<file path="src/rtl/multicycle_control_if.sv">
// Handshake and strobe bundle between the multicycle control FSM and the datapath.
// mem_ready is sampled only in FETCH, MEM_READ and MEM_WRITE. A memory access completes
// on the first rising clock edge where the request strobe and mem_ready are both 1.
interface multicycle_control_if;
  logic [5:0] opcode;
  logic       mem_ready;
  logic       PCWrite;
  logic       PCWriteCond;
  logic       IorD;
  logic       MemRead;
  logic       MemWrite;
  logic       MemtoReg;
  logic       IRWrite;
  logic [1:0] PCSource;
  logic [1:0] ALUOp;
  logic       ALUSrcA;
  logic [1:0] ALUSrcB;
  logic       RegWrite;
  logic       RegDst;
  logic       illegal_op;
  logic       mem_timeout;
  logic [3:0] state;

  modport master (
    output opcode, mem_ready,
    input  PCWrite, PCWriteCond, IorD, MemRead, MemWrite, MemtoReg, IRWrite,
           PCSource, ALUOp, ALUSrcA, ALUSrcB, RegWrite, RegDst,
           illegal_op, mem_timeout, state
  );

  modport slave (
    input  opcode, mem_ready,
    output PCWrite, PCWriteCond, IorD, MemRead, MemWrite, MemtoReg, IRWrite,
           PCSource, ALUOp, ALUSrcA, ALUSrcB, RegWrite, RegDst,
           illegal_op, mem_timeout, state
  );
endinterface

</file>
<file path="src/rtl/multicycle_control.sv">
// Main control FSM for the multicycle MIPS-32 datapath: sequences fetch/decode/execute/
// memory/write-back, stalls on mem_ready and traps on illegal opcodes or memory timeouts.
module multicycle_control #(
  parameter int unsigned MAX_WAIT = 15
) (
  input logic                  clk,
  input logic                  rst_n,
  multicycle_control_if.slave  bus
);

  typedef enum logic [3:0] {
    S_FETCH     = 4'd0,
    S_DECODE    = 4'd1,
    S_MEM_ADDR  = 4'd2,
    S_MEM_READ  = 4'd3,
    S_MEM_WB    = 4'd4,
    S_MEM_WRITE = 4'd5,
    S_EXECUTE   = 4'd6,
    S_R_WB      = 4'd7,
    S_BRANCH    = 4'd8,
    S_JUMP      = 4'd9,
    S_ADDI_EXEC = 4'd10,
    S_ADDI_WB   = 4'd11,
    S_TRAP      = 4'd12,
    S_RESET     = 4'd15
  } state_e;

  localparam logic [7:0] MAX_WAIT_C = 8'(MAX_WAIT);
  localparam logic [5:0] OP_RTYPE = 6'b000000;
  localparam logic [5:0] OP_LW    = 6'b100011;
  localparam logic [5:0] OP_SW    = 6'b101011;
  localparam logic [5:0] OP_BEQ   = 6'b000100;
  localparam logic [5:0] OP_J     = 6'b000010;
  localparam logic [5:0] OP_ADDI  = 6'b001000;

  state_e     state_q, state_d;
  logic [7:0] wait_cnt_q, wait_cnt_d;
  logic       cause_q, cause_d;   // 1 = timeout, 0 = illegal opcode
  logic [5:0] op_q, op_d;
  logic       wait_st;
  logic       timeout;

  assign wait_st = (state_q == S_FETCH) || (state_q == S_MEM_READ) || (state_q == S_MEM_WRITE);
  assign timeout = wait_st && !bus.mem_ready && (wait_cnt_q == MAX_WAIT_C);

  always_comb begin
    state_d = state_q;
    cause_d = cause_q;
    op_d    = op_q;
    case (state_q)
      S_RESET:     state_d = S_FETCH;
      S_FETCH: begin
        if (bus.mem_ready)  state_d = S_DECODE;
        else if (timeout) begin
          state_d = S_TRAP;
          cause_d = 1'b1;
        end
      end
      S_DECODE: begin
        op_d = bus.opcode;
        case (bus.opcode)
          OP_RTYPE:     state_d = S_EXECUTE;
          OP_LW, OP_SW: state_d = S_MEM_ADDR;
          OP_BEQ:       state_d = S_BRANCH;
          OP_J:         state_d = S_JUMP;
          OP_ADDI:      state_d = S_ADDI_EXEC;
          default: begin
            state_d = S_TRAP;
            cause_d = 1'b0;
          end
        endcase
      end
      S_MEM_ADDR:  state_d = (op_q == OP_SW) ? S_MEM_WRITE : S_MEM_READ;
      S_MEM_READ, S_MEM_WRITE: begin
        if (bus.mem_ready) state_d = (state_q == S_MEM_READ) ? S_MEM_WB : S_FETCH;
        else if (timeout) begin
          state_d = S_TRAP;
          cause_d = 1'b1;
        end
      end
      S_EXECUTE:   state_d = S_R_WB;
      S_ADDI_EXEC: state_d = S_ADDI_WB;
      S_MEM_WB, S_R_WB, S_BRANCH, S_JUMP, S_ADDI_WB, S_TRAP: state_d = S_FETCH;
      default:     state_d = S_RESET;
    endcase

    // Saturating stall counter; restarts whenever a state is entered or memory answers.
    wait_cnt_d = 8'd0;
    if (wait_st && !bus.mem_ready && (state_d == state_q))
      wait_cnt_d = (wait_cnt_q == 8'hFF) ? wait_cnt_q : wait_cnt_q + 8'd1;
  end

  always_ff @(posedge clk or negedge rst_n) begin
    if (!rst_n) begin
      state_q    <= S_RESET;
      wait_cnt_q <= 8'd0;
      cause_q    <= 1'b0;
      op_q       <= 6'd0;
    end else begin
      state_q    <= state_d;
      wait_cnt_q <= wait_cnt_d;
      cause_q    <= cause_d;
      op_q       <= op_d;
    end
  end

  // Moore decode; only the FETCH loads are gated by mem_ready.
  always_comb begin
    bus.PCWrite     = 1'b0;
    bus.PCWriteCond = 1'b0;
    bus.IorD        = 1'b0;
    bus.MemRead     = 1'b0;
    bus.MemWrite    = 1'b0;
    bus.MemtoReg    = 1'b0;
    bus.IRWrite     = 1'b0;
    bus.PCSource    = 2'b00;
    bus.ALUOp       = 2'b00;
    bus.ALUSrcA     = 1'b0;
    bus.ALUSrcB     = 2'b00;
    bus.RegWrite    = 1'b0;
    bus.RegDst      = 1'b0;
    bus.illegal_op  = 1'b0;
    bus.mem_timeout = 1'b0;
    case (state_q)
      S_FETCH: begin
        bus.MemRead = 1'b1;
        bus.ALUSrcB = 2'b01;
        bus.IRWrite = bus.mem_ready;
        bus.PCWrite = bus.mem_ready;
      end
      S_DECODE:    bus.ALUSrcB = 2'b11;
      S_MEM_ADDR: begin
        bus.ALUSrcA = 1'b1;
        bus.ALUSrcB = 2'b10;
      end
      S_MEM_READ: begin
        bus.MemRead = 1'b1;
        bus.IorD    = 1'b1;
      end
      S_MEM_WB: begin
        bus.RegWrite = 1'b1;
        bus.MemtoReg = 1'b1;
      end
      S_MEM_WRITE: begin
        bus.MemWrite = 1'b1;
        bus.IorD     = 1'b1;
      end
      S_EXECUTE: begin
        bus.ALUSrcA = 1'b1;
        bus.ALUOp   = 2'b10;
      end
      S_R_WB: begin
        bus.RegWrite = 1'b1;
        bus.RegDst   = 1'b1;
      end
      S_BRANCH: begin
        bus.ALUSrcA     = 1'b1;
        bus.ALUOp       = 2'b01;
        bus.PCWriteCond = 1'b1;
        bus.PCSource    = 2'b01;
      end
      S_JUMP: begin
        bus.PCWrite  = 1'b1;
        bus.PCSource = 2'b10;
      end
      S_ADDI_EXEC: begin
        bus.ALUSrcA = 1'b1;
        bus.ALUSrcB = 2'b10;
      end
      S_ADDI_WB:   bus.RegWrite = 1'b1;
      S_TRAP: begin
        bus.illegal_op  = !cause_q;
        bus.mem_timeout = cause_q;
      end
      default: ;
    endcase
  end

  assign bus.state = state_q;

endmodule

</file>
<file path="src/flat_wrapper.sv">
// flat-port wrapper written by rule: the top's interface ports become plain ports
module multicycle_control_flat 
#(
  parameter int unsigned MAX_WAIT = 15
)
  (clk, rst_n, bus_opcode, bus_mem_ready, bus_PCWrite, bus_PCWriteCond, bus_IorD, bus_MemRead, bus_MemWrite, bus_MemtoReg, bus_IRWrite, bus_PCSource, bus_ALUOp, bus_ALUSrcA, bus_ALUSrcB, bus_RegWrite, bus_RegDst, bus_illegal_op, bus_mem_timeout, bus_state);
  multicycle_control_if bus_i ();
  input logic clk;
  input logic rst_n;
  input wire logic [$bits(bus_i.opcode)-1:0] bus_opcode;
  input wire logic [$bits(bus_i.mem_ready)-1:0] bus_mem_ready;
  output wire logic [$bits(bus_i.PCWrite)-1:0] bus_PCWrite;
  output wire logic [$bits(bus_i.PCWriteCond)-1:0] bus_PCWriteCond;
  output wire logic [$bits(bus_i.IorD)-1:0] bus_IorD;
  output wire logic [$bits(bus_i.MemRead)-1:0] bus_MemRead;
  output wire logic [$bits(bus_i.MemWrite)-1:0] bus_MemWrite;
  output wire logic [$bits(bus_i.MemtoReg)-1:0] bus_MemtoReg;
  output wire logic [$bits(bus_i.IRWrite)-1:0] bus_IRWrite;
  output wire logic [$bits(bus_i.PCSource)-1:0] bus_PCSource;
  output wire logic [$bits(bus_i.ALUOp)-1:0] bus_ALUOp;
  output wire logic [$bits(bus_i.ALUSrcA)-1:0] bus_ALUSrcA;
  output wire logic [$bits(bus_i.ALUSrcB)-1:0] bus_ALUSrcB;
  output wire logic [$bits(bus_i.RegWrite)-1:0] bus_RegWrite;
  output wire logic [$bits(bus_i.RegDst)-1:0] bus_RegDst;
  output wire logic [$bits(bus_i.illegal_op)-1:0] bus_illegal_op;
  output wire logic [$bits(bus_i.mem_timeout)-1:0] bus_mem_timeout;
  output wire logic [$bits(bus_i.state)-1:0] bus_state;
  assign bus_i.opcode = bus_opcode;
  assign bus_i.mem_ready = bus_mem_ready;
  assign bus_PCWrite = bus_i.PCWrite;
  assign bus_PCWriteCond = bus_i.PCWriteCond;
  assign bus_IorD = bus_i.IorD;
  assign bus_MemRead = bus_i.MemRead;
  assign bus_MemWrite = bus_i.MemWrite;
  assign bus_MemtoReg = bus_i.MemtoReg;
  assign bus_IRWrite = bus_i.IRWrite;
  assign bus_PCSource = bus_i.PCSource;
  assign bus_ALUOp = bus_i.ALUOp;
  assign bus_ALUSrcA = bus_i.ALUSrcA;
  assign bus_ALUSrcB = bus_i.ALUSrcB;
  assign bus_RegWrite = bus_i.RegWrite;
  assign bus_RegDst = bus_i.RegDst;
  assign bus_illegal_op = bus_i.illegal_op;
  assign bus_mem_timeout = bus_i.mem_timeout;
  assign bus_state = bus_i.state;
  multicycle_control #(.MAX_WAIT(MAX_WAIT)) u_core (.clk(clk), .rst_n(rst_n), .bus(bus_i));
endmodule
</file>
<file path="config.mk">
export PLATFORM = sky130hd
export DESIGN_NAME = multicycle_control_flat
export DESIGN_NICKNAME = d
export VERILOG_FILES = /design/src/rtl/multicycle_control_if.sv /design/src/rtl/multicycle_control.sv /design/src/flat_wrapper.sv
export SDC_FILE = /design/constraint.sdc
export NUM_CORES = 1
export LEC_CHECK = 0
export CORE_MARGIN = 2
export CORE_UTILIZATION = 34
export CTS_CLUSTER_DIAMETER = 50
export DETAILED_ROUTE_END_ITERATION = 16
export GPL_TIMING_DRIVEN = 0
export SLEW_MARGIN = 30
export SYNTH_ARGS = -nofsm -noshare
export SYNTH_HDL_FRONTEND = slang
export SYNTH_SLANG_ARGS = --single-unit
</file>
<file path="constraint.sdc">
create_clock -name clk -period 2.4 [get_ports clk]
set_clock_uncertainty 0.05 [all_clocks]
set_input_delay 0.36 -clock clk [delete_from_list [all_inputs] [get_ports clk]]
set_output_delay 0.36 -clock clk [all_outputs]
set_load 0.05 [all_outputs]
</file>
== After elaboration in Yosys (flattened, before gate mapping) ==
Cells that the tools add are included.
Widths: inputs -> output; s select.
Operators by class
  add/subtract/negate cells: 1
  reductions and logical operators: 20
  muxes and demuxes: 28
  equality and inequality tests: 26
Operators with widths (number)
  $pmux 4 s7: 1
  $eq 4x4->1 const B: 6
  $pmux 4 s5: 1
  $eq 6x6->1 const B: 3
  $eq 4x3->1 const B: 4
  $mux 8: 2
  $mux 1: 14
  $mux 4: 3
  $add 8x1->8 const B: 1
  $eq 4x2->1 const B: 2
  $eq 8x4->1 const B: 1
  $eq 8x8->1 const B: 1
  $pmux 2 s2: 2
  $reduce_or 2->1: 4
  $reduce_or 7->1: 1
  $eq 6x2->1 const B: 1
  $eq 6x3->1 const B: 1
  $eq 6x4->1 const B: 1
  $logic_not 6->1: 1
  $mux 3: 2
  $ne 2x2->1 const B: 3
  $pmux 2 s3: 1
  $reduce_or 3->1: 2
  $reduce_or 6->1: 1
  other kinds (11): 16
Storage, ports and cells
  logic and storage cells: 79
  input port bits: 9
  flip-flop bits (word level): 19
  output and inout port bits: 22

== Depth between registers and ports, before layout ==
Gate-level depths: netlist of run 1.
  word-level depth: 11
  depth in mapped cells: 6
  mapped depth without buffers: 5

== Least setup slack after synthesis of run 1 ==
No wires, ideal clock.
  path kind: reg-to-output
  from: register u_core.state_q[2] (netlist: u_core.bus.state[2])
  to: output bus_RegWrite
  stages on the path, launching flop included: 6
  arrival: 2.395 ns
  buffers on the path: 2
  path slack: -0.405 ns
  cell sequence: dfstp_2 buf_6 clkbuf_1 nand2b_1 nor2_1 or2_2
Between the ends
  word-level cells in the longest chain between the ends: 3
Ends and longest elaborated chain
  start: declaration: RTL line multicycle_control.sv:36  | state_e state_q, state_d;
  start signal: assignment: RTL line multicycle_control.sv:100  | state_q <= state_d;
  $eq 4x3->1 / $eq 4x4->1 (equally long branches): RTL line multicycle_control.sv:124  | case (state_q)
  $reduce_or 3->1 (no source line) (*)
  $mux 1 (*): RTL line multicycle_control.sv:124
  end: declaration: RTL line flat_wrapper.sv:23  | output wire logic [$bits(bus_i.RegWrite)-1:0] bus_RegWrite;
Mark *: on every way between the ends. The rest lies on a longest branch, timed or not.

== Final worst setup path of run 1 ==
  from: register u_core.state_q[1] (netlist: u_core.bus.state[1])
  to: output bus_RegWrite
Same word-level chain as after synthesis.

==> results of run 1 <==
power by group through the flow:
| stage | Sequential [mW] | Clock [mW] | Combinational (mW) |
|---|---|---|---|
| after CTS | 0.513 | 0.238 | 1.36 |
| final | 0.512 | 0.235 | 1.34 |
| after global placement | 0.509 | 0 | 1.40 |
| after global routing | 0.525 | 0.257 | 1.44 |
| after floorplan | 0.587 | 0 | 0.942 |
| after detailed placement | 0.519 | 0 | 1.41 |
sequential cells by signal, summed over array words and instances (netlist names):
| signal | count |
|---|---|
| u_core.wait_cnt_q | 8 |
| u_core.op_q | 6 |
| u_core.bus.state | 4 |
| u_core.cause_q | 1 |
cells by family after synthesis:
kind of cell,after synthesis,synth area share [%]
AOI/OAI and AO/OA,29,16.8
muxes,7,5.81
DFF,19,36.0
xor gates and xnor gates,3,1.97
and+or+nand+nor,80,33.4
adders and majority gates,1,0.937
buffers and inverters,12,5.15
layout by cell type, fill, tap and decap left out, types with 3 or more instances in the layout:
cell type        netlist  final
a21o_1                 3      3
a21oi_1                5      5
and3_1                 6      6
buf_2                  3      7
buf_4                  3      5
clkbuf_2               1      6
clkbuf_8               0      3
clkdlybuf4s15_1        0      3
clkdlybuf4s50_1        0     10
dfrtp_1               15     15
dfstp_2                4      4
dlygate4sd2_1          0      3
mux2_2                 6      6
nand2_1               10     10
nand2b_1               8      7
nand3_1                3      3
nand4_1                3      3
nor2_1                18     14
nor2_2                 0      4
nor3_1                14     14
o21ai_0                3      3
or2_2                  4      4
critical path, cell delays in order, from the launching register on:
cell and delay (ps):
dfstp_2 530, buf_2 200, buf_4 200, or2_4 180, nor2_2 50, or2_2 280, buf_2 210
worst paths after layout:
check / startpoint / end / slack [ps] / cells past startpoint
min in group clk: bus_mem_ready / u_core.bus.state[0] / 440 / 2
hold reg to reg: u_core.op_q[3] / u_core.op_q[3] / 470 / 1
setup reg to reg: u_core.bus.state[0] / u_core.cause_q / 440 / 4
setup / recovery: u_core.bus.state[1] / bus_RegWrite / 80 / 6
hold / removal: rst_n / u_core.wait_cnt_q[0] / -20 / 1
max in group asynchronous: rst_n / u_core.bus.state[3] / 1990 / 1
layer usage:
metal	vias up	track usage (%)
li1	617	-
met1	605	22.9
met2	26	25.3
met3	2	2.70
met4	0	3.06
met5	-	0
area by class of cell:
type                       instances  area [µm²]  share of cell area [%]
inverter                           2        7.51                   0.443
buffer                             9        62.6                    3.69
clock inverter                     1        7.51                   0.443
multi-input combinational        120         801                    47.3
clock buffer                       3        41.3                    2.44
timing repair buffer              29         234                    13.8
tap                               48        60.1                    3.55
sequential                        19         480                    28.4
per-stage QoR:
step,instances,total power [mW],hold WS [ps]
after floorplan,151,1.53,14.4
after global placement,228,1.91,445
after detailed placement,228,1.93,450
after CTS,231,2.11,447
after global routing,231,2.22,1.33
final,231,2.09,-22.4
==> flow_summary.yaml, run 1 <==
floorplan:
  start_util_pct: 35.9
  die_w_um: 66.7
  ios: 31
  fp.dieH_um: 66.7
  num_rows: 22
  die_area_mm2: 0.00444
  fp.coreArea_mm2: 0.00372
global_route:
  grtUsageTotal_pct: 16.0
  grt_pass1_wl_um: 5580
  grt_pass1_vias: 1189
  grt_overflow: 0
  antenna_found_initial: 0
  grt_start_max_net_pins: 20
clock_tree:
  clk_latency_ps: 260
  path_clk_slew_ps: 80
  cts_hold_buffers: 0
  post_cts_resize_count: 38
  postCtsSetupBuffers: 0
  cts-root-buf: "clkbuf_8"
  numCtsBuffers: 3
  h-tree-depth: 1
  cts_tree: "yes"
  cts.sinks: 19
  clockBufferDepth: 2
logic_synthesis:
  avgSynthCellArea_um2: 8.84
  synth-main-ff-cell: "dfrtp_1"
  synth_edf_count: 0
  synthesis.nets: 161
  ys.warnings.count: 0
  async_reset_ff_share_pct: 100
  synth-seq-cells: 19
  synthTopCellsByArea: "dfrtp_1, dfstp_2, nor3_1"
  ys_types: 52
  syn_area_mm2: 0.00134
  synth_common_cells: "nor2_1, dfrtp_1, nor3_1"
  synthMostInstantiatedCell: "nor2_1"
  syn_inst: 151
  synth_top_area_share_pct: 28.1
  synth_area_leader_cell: "dfrtp_1"
  yosysSeqAreaShare_pct: 36.0
sta:
  period_share_pct: 96.6
  hold_viol_final: 15
  fin_setup_tns_ps: 0
  relSlewSlack_pct: 58.1
  tightest_slew_ps: 626
  drv_slew: 0
  max_clock_freq_ghz: 0.431
  whs_ps: -22.4
  grt_setup_unrepaired: "no"
  period_needed_ps: 2320
  setup_viol: 0
  finalWorstSetupSlack_ps: 81.9
power:
  p_int_mw: 1.01
  comb_power_share_pct: 64.3
  p_seq_share_pct: 24.5
  p_leak_nw: 0.695
  p_switching_mw: 1.08
  p_per_area_mw_per_mm2: 1230
  pwr-share-clk_pct: 11.2
  switching_share_pct: 51.7
  peakVddDrop_v: 0.000377
critical_path:
  cp_max_fo: 10
  path_class: "reg -> out"
  setup.worst_path.end_class: "output pin"
  critPathLaunchType: "flip-flop"
  crit_required_ps: 1990
  worstPathArrival_ps: 1910
drt:
  wl_met1_um: 1590
  avgViaCountPerCell: 5.41
  drc: 0
  wl_met3_um: 115
  met2_length_um: 1510
  drt_iter0_markers: 33
  ant_nets: 0
  drt_first_pass_iters: 4
  wl_per_cell_um: 14.0
  wirelength_um: 3230
  dr_total_vias: 1250
  top_layer_used: "met4"
place:
  placedInstanceArea_mm2: 0.00170
  numPortBuffers: 29
  dp_slack_ps: -340
  hpwl_um: 2490
  place_congestion: 0.783
job:
  maxCapViolations: 0
status:
  failed_checks: "negative hold slack"
  outcome: "complete, but fails checks"
cells_and_area:
  drive_above_1_share_pct: 26.2
  diodes: 0
  fin_util_pct: 45.6
  fin_area_mm2: 0.00169
  fillCellCount: 380
  nets: 194
  area_growth_pct: 26.9
worst_hold_path:
  hold_class: "in -> async"
No activity file was read; power rests on OpenSTA's default activity.
==> run 2, diff against run 1 <==
- GPL_TIMING_DRIVEN: 0 -> default
- SKIP_LAST_GASP: default -> 1
==> run 2 against run 1 <==
The run now ends clean. Combinational power is 3% lower. Clock power fell by 4%. Die area is the same. Flip-flop and latch count stayed put. Via count down 1.4%. Register-to-register slack better by 20 ps. Final area grew 0.67%. Setup slack improved by 15 ps. Core utilization up 0.30 points. Global-route usage down 0.33 points. Cell count is 3.0% lower. Sequential share of layout area down 0.19 points.
==> flow_summary.yaml, run 2 (same netlist as run 1, synthesis figures left out) <==
power:
  switching_share_pct: 49.8
  comb_power_share_pct: 61.1
  pwr-share-clk_pct: 10.5
  p_seq_share_pct: 28.4
  p_leak_nw: 0.683
  power_mw: 2.14
  p_per_area_mw_per_mm2: 1250
  p_int_mw: 1.07
  peakVddDrop_v: 0.000446
  p_switching_mw: 1.06
critical_path:
  path_cells: "clkdlybuf4s50_1"
  cp_max_fo: 19
  rr_worst_depth: 4
  crit_buf_inv: 1
  worstPathArrival_ps: 1890
  critPathLaunchType: "flip-flop"
  slowest_delay_ps: 880
  path_class: "reg -> out"
  path_delay_family: "buffers and inverters"
  setup.worst_path.end_class: "output pin"
  crit_required_ps: 1990
  cp_num_cells: 1
  critPathSlowestCell: "clkdlybuf4s50_1"
sta:
  fin_setup_tns_ps: 0
  drv_slew: 0
  setup_viol: 0
  max_clock_freq_ghz: 0.434
  hold_viol_final: 0
  period_needed_ps: 2300
  period_share_pct: 95.9
  tightest_slew_ps: 589
  grt_setup_unrepaired: "no"
  relSlewSlack_pct: 60.6
  whs_ps: 384
clock_tree:
  path_clk_slew_ps: 70
  numCtsBuffers: 3
  cts.sinks: 19
  cts_tree: "yes"
  cts-root-buf: "clkbuf_8"
  cts_hold_buffers: 0
  clk_latency_ps: 250
  h-tree-depth: 1
  post_cts_resize_count: 0
  postCtsSetupBuffers: 0
  clockBufferDepth: 2
drt:
  drc: 0
  drt_iter0_markers: 86
  wirelength_um: 3050
  drt_first_pass_iters: 4
  dr_total_vias: 1232
  wl_per_cell_um: 13.6
  ant_nets: 0
  avgViaCountPerCell: 5.50
cells_and_area:
  final_common_cell: "dfrtp_1"
  area_growth_pct: 27.7
  drive_above_1_share_pct: 24.4
  fillCellCount: 374
  largest_reg_flops: 8
  diodes: 0
  top_register: "u_core.wait_cnt_q"
  nets: 187
  mostFrequentLayoutCells: "dfrtp_1, nor2_1, nor3_1, buf_4, clkdlybuf4s50_1"
global_route:
  grtUsageTotal_pct: 15.6
  antenna_found_initial: 0
  grt_pass1_vias: 1193
  grt_overflow: 0
  grt_pass1_wl_um: 5420
  grt_start_max_net_pins: 20
place:
  place_congestion: 0.737
  hpwl_um: 2320
  numPortBuffers: 30
floorplan:
  num_rows: 22
  fp.dieH_um: 66.7
  die_area_mm2: 0.00444
  start_util_pct: 35.9
  fp.coreArea_mm2: 0.00372
  ios: 31
  die_w_um: 66.7
job:
  maxCapViolations: 0
status:
  outcome: "completed"
worst_hold_path:
  hold_class: "in -> async"
==> run 2: changes by cell type in the layout (fill, tap and decap cells not counted), moves of 2 or more <==
cell and change:
buf_2 -7, buf_4 +9, clkdlybuf4s15_1 -3, dlygate4sd2_1 -3, clkbuf_2 -6, clkdlybuf4s15_2 -2, clkdlybuf4s50_1 +3, buf_12 +4
==> run 2: final cells by class <==
| cell class | instances | area [µm²] | area share, % |
|---|---|---|---|
| Timing Repair Buffer | 31 | 315 | 18.5 |
| Inverter | 2 | 7.51 | 0.440 |
| Multi-Input combinational cell | 120 | 796 | 46.7 |
| Tap cell | 48 | 60.1 | 3.52 |
| Sequential cell | 19 | 480 | 28.2 |
| Clock buffer | 3 | 41.3 | 2.42 |
| Clock inverter | 1 | 5.00 | 0.293 |
==> run 2: final timing paths <==
| kind | endpoint | slack, ps | from |
|---|---|---|---|
| max | bus_state[2] | 100 | u_core.bus.state[2] |
| min | u_core.wait_cnt_q[7] | 380 | rst_n |
| max reg2reg | u_core.bus.state[1] | 460 | u_core.bus.state[3] |
| min reg2reg | u_core.op_q[2] | 460 | u_core.op_q[2] |
| max in group asynchronous | u_core.bus.state[2] | 1650 | rst_n |
| min in group clk | u_core.op_q[2] | 460 | u_core.op_q[2] |
==> run 2: per-layer routing <==
metal	vias to the layer above	routed length (µm)	share of wire, %	track usage, %
met3	2	104	3.4	2.53
li1	608	-	-	-
met2	23	1430	47	24.6
met4	0	11	0.36	5.10
met5	-	0	0	0
met1	599	1500	49	21.8
==> run 2: power groups by stage <==
stage	clock, mW	combinational (mW)	sequential (mW)
finish	0.225	1.30	0.606
global route	0.248	1.39	0.628
CTS	0.231	1.32	0.604
detailed placement	0	1.31	0.611
global placement	0	1.31	0.603
floorplan	0	0.942	0.587
==> run 2: through the flow <==
| stage | utilization (%) | area [µm²] | instances | setup slack, ps |
|---|---|---|---|---|
| 4_1_cts | 45.9 | 1710 | 224 | 92.4 |
| 3_5_place_dp | 44.6 | 1660 | 220 | 342 |
| 5_1_grt | 45.9 | 1710 | 224 | 21.1 |
| 6_report | 45.9 | 1710 | 224 | 97.4 |
| 3_3_place_gp | 44.6 | 1660 | 220 | 375 |
| 2_1_floorplan | - | 1350 | 151 | -309 |
==> run 3, diff against run 2 <==
- SLEW_MARGIN: 30 -> 15
==> results of run 3 <==
No change in the layout: final DEF, timing and power equal those of run 2.
